[src/rtl/icache_nway.sv]
// N-way set-associative, read-only instruction cache.
// Each line holds four 32-bit words. A miss requests the whole line from
// memory, buffers it, then writes it into the victim way and returns the word.
// The victim is the lowest invalid way in the set, or the set's round-robin way.
module icache_nway #(
    parameter int NUM_OF_SET = 4,
    parameter int NUM_OF_WAY = 2
) (
    input  logic         clk,
    input  logic         proc_reset,
    input  logic         proc_read,
    input  logic         proc_write,
    input  logic [29:0]  proc_addr,
    input  logic [31:0]  proc_wdata,
    output logic         proc_stall,
    output logic [31:0]  proc_rdata,
    output logic         mem_read,
    output logic         mem_write,
    output logic [29:0]  mem_addr,
    output logic [31:0]  mem_wdata,
    input  logic [127:0] mem_rdata,
    input  logic         mem_ready,
    input  logic         flush,
    output logic [31:0]  hit_cnt,
    output logic [31:0]  miss_cnt
);

    localparam int SET_BITS = $clog2(NUM_OF_SET);
    localparam int WAY_BITS = (NUM_OF_WAY > 1) ? $clog2(NUM_OF_WAY) : 1;
    localparam int TAG_W    = 28 - SET_BITS;
    localparam logic [WAY_BITS-1:0] LAST_WAY = WAY_BITS'(NUM_OF_WAY - 1);

    typedef enum logic [1:0] {
        IDLE,
        MISS,
        FILL
    } state_t;

    state_t r_state;
    state_t w_nextState;

    logic [127:0]          r_data  [NUM_OF_SET][NUM_OF_WAY];
    logic [TAG_W-1:0]      r_tag   [NUM_OF_SET][NUM_OF_WAY];
    logic [NUM_OF_WAY-1:0] r_valid [NUM_OF_SET];
    logic [WAY_BITS-1:0]   r_rr    [NUM_OF_SET];
    logic [127:0]          r_lineBuf;
    logic [31:0]           r_hitCnt;
    logic [31:0]           r_missCnt;

    logic [SET_BITS-1:0] w_set;
    logic [TAG_W-1:0]    w_tag;
    logic [6:0]          w_wordSel;
    logic                w_hit;
    logic [WAY_BITS-1:0] w_hitWay;
    logic [127:0]        w_hitLine;
    logic [WAY_BITS-1:0] w_victim;
    logic [WAY_BITS-1:0] w_rrNext;
    logic                w_hitEvent;
    logic                w_missEvent;
    logic                w_capture;
    logic                w_fill;
    logic                w_flush;
    logic                w_unused;

    assign w_set     = proc_addr[SET_BITS+1:2];
    assign w_tag     = proc_addr[29:SET_BITS+2];
    assign w_wordSel = {proc_addr[1:0], 5'b00000};
    assign w_hitLine = r_data[w_set][w_hitWay];
    assign w_rrNext  = (r_rr[w_set] == LAST_WAY) ? '0 : r_rr[w_set] + 1'b1;

    assign mem_write = 1'b0;
    assign mem_wdata = 32'h0;
    assign hit_cnt   = r_hitCnt;
    assign miss_cnt  = r_missCnt;
    assign w_unused  = ^{proc_write, proc_wdata, 1'b0};

    // Tag match across the ways of the addressed set; at most one way can match.
    always_comb begin
        w_hit    = 1'b0;
        w_hitWay = '0;
        for (int w = 0; w < NUM_OF_WAY; w++) begin
            if (r_valid[w_set][w] && (r_tag[w_set][w] == w_tag)) begin
                w_hit    = 1'b1;
                w_hitWay = WAY_BITS'(w);
            end
        end
    end

    // Victim selection: lowest invalid way wins, otherwise the round-robin way.
    always_comb begin
        w_victim = r_rr[w_set];
        for (int w = NUM_OF_WAY - 1; w >= 0; w--) begin
            if (!r_valid[w_set][w]) begin
                w_victim = WAY_BITS'(w);
            end
        end
    end

    // Next-state and output decode; reset forces all processor/memory outputs low at once.
    always_comb begin
        w_nextState = r_state;
        proc_stall  = 1'b0;
        proc_rdata  = 32'h0;
        mem_read    = 1'b0;
        mem_addr    = 30'h0;
        w_hitEvent  = 1'b0;
        w_missEvent = 1'b0;
        w_capture   = 1'b0;
        w_fill      = 1'b0;
        w_flush     = 1'b0;
        case (r_state)
            IDLE: begin
                if (flush) begin
                    proc_stall = 1'b1;
                    w_flush    = 1'b1;
                end else if (proc_read) begin
                    if (w_hit) begin
                        proc_rdata = w_hitLine[w_wordSel +: 32];
                        w_hitEvent = 1'b1;
                    end else begin
                        proc_stall  = 1'b1;
                        mem_read    = 1'b1;
                        mem_addr    = {proc_addr[29:2], 2'b00};
                        w_missEvent = 1'b1;
                        w_nextState = MISS;
                    end
                end
            end
            MISS: begin
                proc_stall = 1'b1;
                mem_read   = 1'b1;
                mem_addr   = {proc_addr[29:2], 2'b00};
                if (mem_ready) begin
                    w_capture   = 1'b1;
                    w_nextState = FILL;
                end
            end
            FILL: begin
                proc_rdata  = r_lineBuf[w_wordSel +: 32];
                w_fill      = 1'b1;
                w_nextState = IDLE;
            end
            default: begin
                w_nextState = IDLE;
            end
        endcase
        if (proc_reset) begin
            proc_stall = 1'b0;
            proc_rdata = 32'h0;
            mem_read   = 1'b0;
            mem_addr   = 30'h0;
        end
    end

    // State register.
    always_ff @(posedge clk or posedge proc_reset) begin
        if (proc_reset) begin
            r_state <= IDLE;
        end else begin
            r_state <= w_nextState;
        end
    end

    // Valid bits and round-robin pointers: cleared by flush, advanced on each fill.
    always_ff @(posedge clk or posedge proc_reset) begin
        if (proc_reset) begin
            for (int s = 0; s < NUM_OF_SET; s++) begin
                r_valid[s] <= '0;
                r_rr[s]    <= '0;
            end
        end else if (w_flush) begin
            for (int s = 0; s < NUM_OF_SET; s++) begin
                r_valid[s] <= '0;
                r_rr[s]    <= '0;
            end
        end else if (w_fill) begin
            r_valid[w_set][w_victim] <= 1'b1;
            r_rr[w_set]              <= w_rrNext;
        end
    end

    // Line buffer captures the memory response while the fill is pending.
    always_ff @(posedge clk or posedge proc_reset) begin
        if (proc_reset) begin
            r_lineBuf <= 128'h0;
        end else if (w_capture) begin
            r_lineBuf <= mem_rdata;
        end
    end

    // Saturating hit and miss counters.
    always_ff @(posedge clk or posedge proc_reset) begin
        if (proc_reset) begin
            r_hitCnt  <= 32'h0;
            r_missCnt <= 32'h0;
        end else begin
            if (w_hitEvent && (r_hitCnt != 32'hFFFF_FFFF)) begin
                r_hitCnt <= r_hitCnt + 32'h1;
            end
            if (w_missEvent && (r_missCnt != 32'hFFFF_FFFF)) begin
                r_missCnt <= r_missCnt + 32'h1;
            end
        end
    end

    // Data and tag storage; contents are only meaningful where the valid bit is set.
    always_ff @(posedge clk) begin
        if (w_fill) begin
            r_data[w_set][w_victim] <= r_lineBuf;
            r_tag[w_set][w_victim]  <= w_tag;
        end
    end

endmodule

[config.mk]
export PLATFORM = sky130hd
export DESIGN_NAME = icache_nway
export DESIGN_NICKNAME = d
export VERILOG_FILES = /design/src/rtl/icache_nway.sv
export SDC_FILE = /design/constraint.sdc
export NUM_CORES = 2
export LEC_CHECK = 0
export ABC_CLOCK_PERIOD_IN_PS = 29300
export CAP_MARGIN = 20
export CORE_UTILIZATION = 64
export DETAILED_ROUTE_END_ITERATION = 8
export GPL_TIMING_DRIVEN = 0
export PLACE_DENSITY_LB_ADDON = 0.3
export SYNTH_ARGS = -nofsm -noshare
export SYNTH_HDL_FRONTEND = slang
export SYNTH_SLANG_ARGS = --single-unit
export TNS_END_PERCENT = 30
[constraint.sdc]
create_clock -name clk -period 29.3 [get_ports clk]
set_clock_uncertainty 0.05 [all_clocks]
set_input_delay 5.86 -clock clk [delete_from_list [all_inputs] [get_ports clk]]
set_output_delay 5.86 -clock clk [all_outputs]
set_load 0.03 [all_outputs]
==> summary.md <==
| Metric | Value |
|---|---|
| Crit path cell chain | buf_2, buf_4, buf_1, mux4_2, xnor2_1, nand4_1, nor4_1, nand4_1, a21boi_2, nor3b_2, buf_2, a221o_1, clkdlybuf4s50_1 |
| Setup bufs post-CTS | 0 |
| Drt wl/cell | between 30 and 40 um |
| Cell taking the most area after synthesis | edfxtp_1 |
| Core Area | roughly 0.088 mm2 |
| Clock sink count | ~1400 |
| Root buffer cell | clkbuf_16 |
| Final min period | roughly 18000 ps |
| Initial core utilization | ~65% |
| Site row count | approximately 110 |
| Total GRT Usage | ~38% |
| H-tree levels | 4 |
| Largest net degree at the start of global routing | between 50 and 60 |
| Crit-path max cell delay | 840 ps |
| Main area contributors after synthesis | edfxtp_1, mux4_2, dfrtp_1 |
| Seq cells post-synth | 1438 |
| Via/cell ratio | between 7 and 8 |
| Die Y | ~300 um |
| F_max | about 57 MHz |
| Top cells by count, synth | edfxtp_1, nand2_1, mux4_2 |
| R2r startpoint | r_state[1] |
| Layout cell share with drive strength beyond 1 | 20.92% |
| Startpoint types | primary input |
| Final HPWL DP | slightly below 100000 um |
| DIE WIDTH | 300.6 um |
| Hold crit path type | reg -> reg |
| RSZ-0062 raised after global routing | false |
| First-pass GRT wire length | between 200000 and 250000 um |
| Max IR drop VDD | a little under 0.07 mV |
| Area Growth Syn to Fin | 19.49% |
| Final antenna-violating net count | 0 |
| DRT Pass-1 Iters | 9 |
| Skew-Pair Late Insertion Delay | 770 ps |
| Hold path start | hit_cnt[20] |
| Final slew viol count | 0 |
| DRC | 0 |
| Asr flop ratio synth | about 14% |
| Worst endpoint data arrival time | between 10000 and 15000 ps |
| Critical Path RT | 23390 ps |
| Endpoints failing setup | 0 |
| Routed Wire Length | about 170000 um |
| Max-cap viol count | 0 |
| Hold path depth | 1 |
| Count of cell types in the netlist | 52 |
| Crit end category | output port |
| EDFF count, synth | 1232 |
| Clk buf depth | 3 |
| Crit path max fanout | 10 |
| Outcome | completed |
| IO buf count | ~280 |
| Hold_buf cts | 0 |
| Sequential area share after synthesis | between 70% and 80% |
| I/O pin total | between 300 and 400 |
| TritonCTS clock tree | built |
| Crit path from | proc_addr[3] |
| Gr busiest metal | met2 |
| Via Count | roughly 34000 |
| Die area | 0.09037 mm2 |
| Final Util | between 70 and 80% |
| Grt ovf | 0 |
| CTS Buf Count | 140 |
| Most frequent cell after synthesis | edfxtp_1 |
| Antenna violations before repair | 10 |
| Final #Nets | 3683 |
| Post-Syn Area | ~0.057 mm2 |
| Final Hold Fails | 0 |
| Initial drt markers | around 5600 |
| Fin crit share | between 60% and 70% |
| Syn Area/Cell | between 15 and 20 um2 |
| Routing usage on met1 | between 40 and 50% |
| Critical path buffers and inverters | 5 |
| Final TNS setup | 0 ps |
| Flop2flop setup slack | ~24000 ps |
| Critical path class | in -> out |
| Clock-pin slew on the worst setup and hold paths | 50 ps |
| PostCTS Resize Cnt | 0 |
| Worst Tran Pin Value | about 1300 ps |
| Via count of the first global-routing pass | around 34000 |
| Ys Warns | 0 |
| Post-synth top area share | between 60% and 70% |
| Crit. path cell count | 13 |
| Cells after synthesis | approximately 2900 |
| Placer Congestion | 0.8328 |
| Power per cell area | ~73 mW/mm2 |
| Grt met3 use | between 9 and 10% |
| Grt met2 use | between 50% and 60% |
| CP top delay family | buffers and inverters |
| Leakage | 23.86 nW |
| R2R depth | 9 |
| Slew HR | between 10% and 20% |
| Worst-path cell with the longest stage delay | clkdlybuf4s50_1 |
| Top_reg_cell synth | edfxtp_1 |
[logic make-up (layout without fill, tap and decap cells)]
| family | Yosys count | in the layout | synth area share, % |
|---|---|---|---|
| flops | 1438 | 1438 | 73.86 |
| simple gates | 626 | 626 | 5.040 |
| mux | 483 | 483 | 16.53 |
| buf+inv | 205 | 843 | 1.758 |
| xor+xnor | 118 | 118 | 1.811 |
| compound gates | 60 | 60 | 0.9493 |
| fa+ha+maj | 2 | 2 | 0.04384 |
| other cells | 1 | 40 | 0.006571 |
[worst register-to-register path, delay by kind of cell, from the launching register on]
| family | cells | cell delay (ps) |
|---|---|---|
| buffers and inverters | 6 | 1900 |
| DFF | 1 | 530 |
| and+or+nand+nor | 3 | 2110 |
[stage by stage]
| stage | hold slack (ps) | total power [mW] | instances | setup slack [ps] | area (um2) |
|---|---|---|---|---|---|
| after floorplan | 394.4 | 2.839 | 2967 | 10280 | 57200 |
| after global placement | 404.9 | 3.021 | 4416 | 5262 | 61500 |
| after detailed placement | 424.8 | 3.067 | 4497 | 12050 | 63270 |
| after CTS | 447.6 | 4.916 | 4759 | 11930 | 68020 |
| after global routing | 458.8 | 5.043 | 4770 | 11740 | 68180 |
| final | 442.8 | 4.956 | 4775 | 11640 | 68200 |
[path summary, 6_finish.rpt]
check                                      end
worst max-delay path            proc_rdata[27]
worst min-delay path               hit_cnt[20]
worst max register to register  r_data[2][242]
worst min register to register     hit_cnt[20]
max in group asynchronous        r_lineBuf[86]
min in group asynchronous       r_lineBuf[101]
[final cells by class]
type,count,area (um2)
timing repair buffer,376,4720
multi-input combinational,1324,14100
clock inverter,82,918.4
clock buffer,180,3829
antenna,5,12.51
inverter,18,67.56
sequential,1438,42150
buffer,187,942.2
fill,4356,20180
tap,1165,1458
[layout by cell type (no fill, tap or decap), types with 26 or more instances in the layout]
cell type           n
buf_12             39
xor2_1             49
buf_4              41
buf_1              31
buf_8              28
and3_1             58
buf_2              26
nand4_1            31
conb_1             35
xnor2_1            69
edfxtp_1         1232
nand2_1           400
clkbuf_1          110
mux2i_1           115
clkbuf_16         144
nand3_1            26
dfrtp_1           206
clkdlybuf4s50_1   284
and2_1             33
a221o_1            32
mux4_2            361
[state kept, by name, summed over array words and instances, names as in the netlist]
| name | flops |
|---|---|
| r_valid | 8 |
| r_tag | 208 |
| r_rr | 4 |
| r_data | 1024 |
| r_state | 2 |
| r_lineBuf | 128 |
| miss_cnt | 32 |
| hit_cnt | 32 |
[routing by layer]
layer	share of wire (%)	vias up
li1	-	12730
met1	31	17010
met3	13	697
met2	49	3329
met4	6.6	8
met5	0.030	-
[power breakdown]
| group | switching [mW] | leakage (nW) | internal (mW) | total, mW |
|---|---|---|---|---|
| clock network | 0.805 | 2.32 | 1.07 | 1.88 |
| logic | 0.236 | 7.74 | 0.172 | 0.409 |
| registers | 0.214 | 13.8 | 2.45 | 2.67 |
Note: power is estimated with default switching activity, not from simulation.
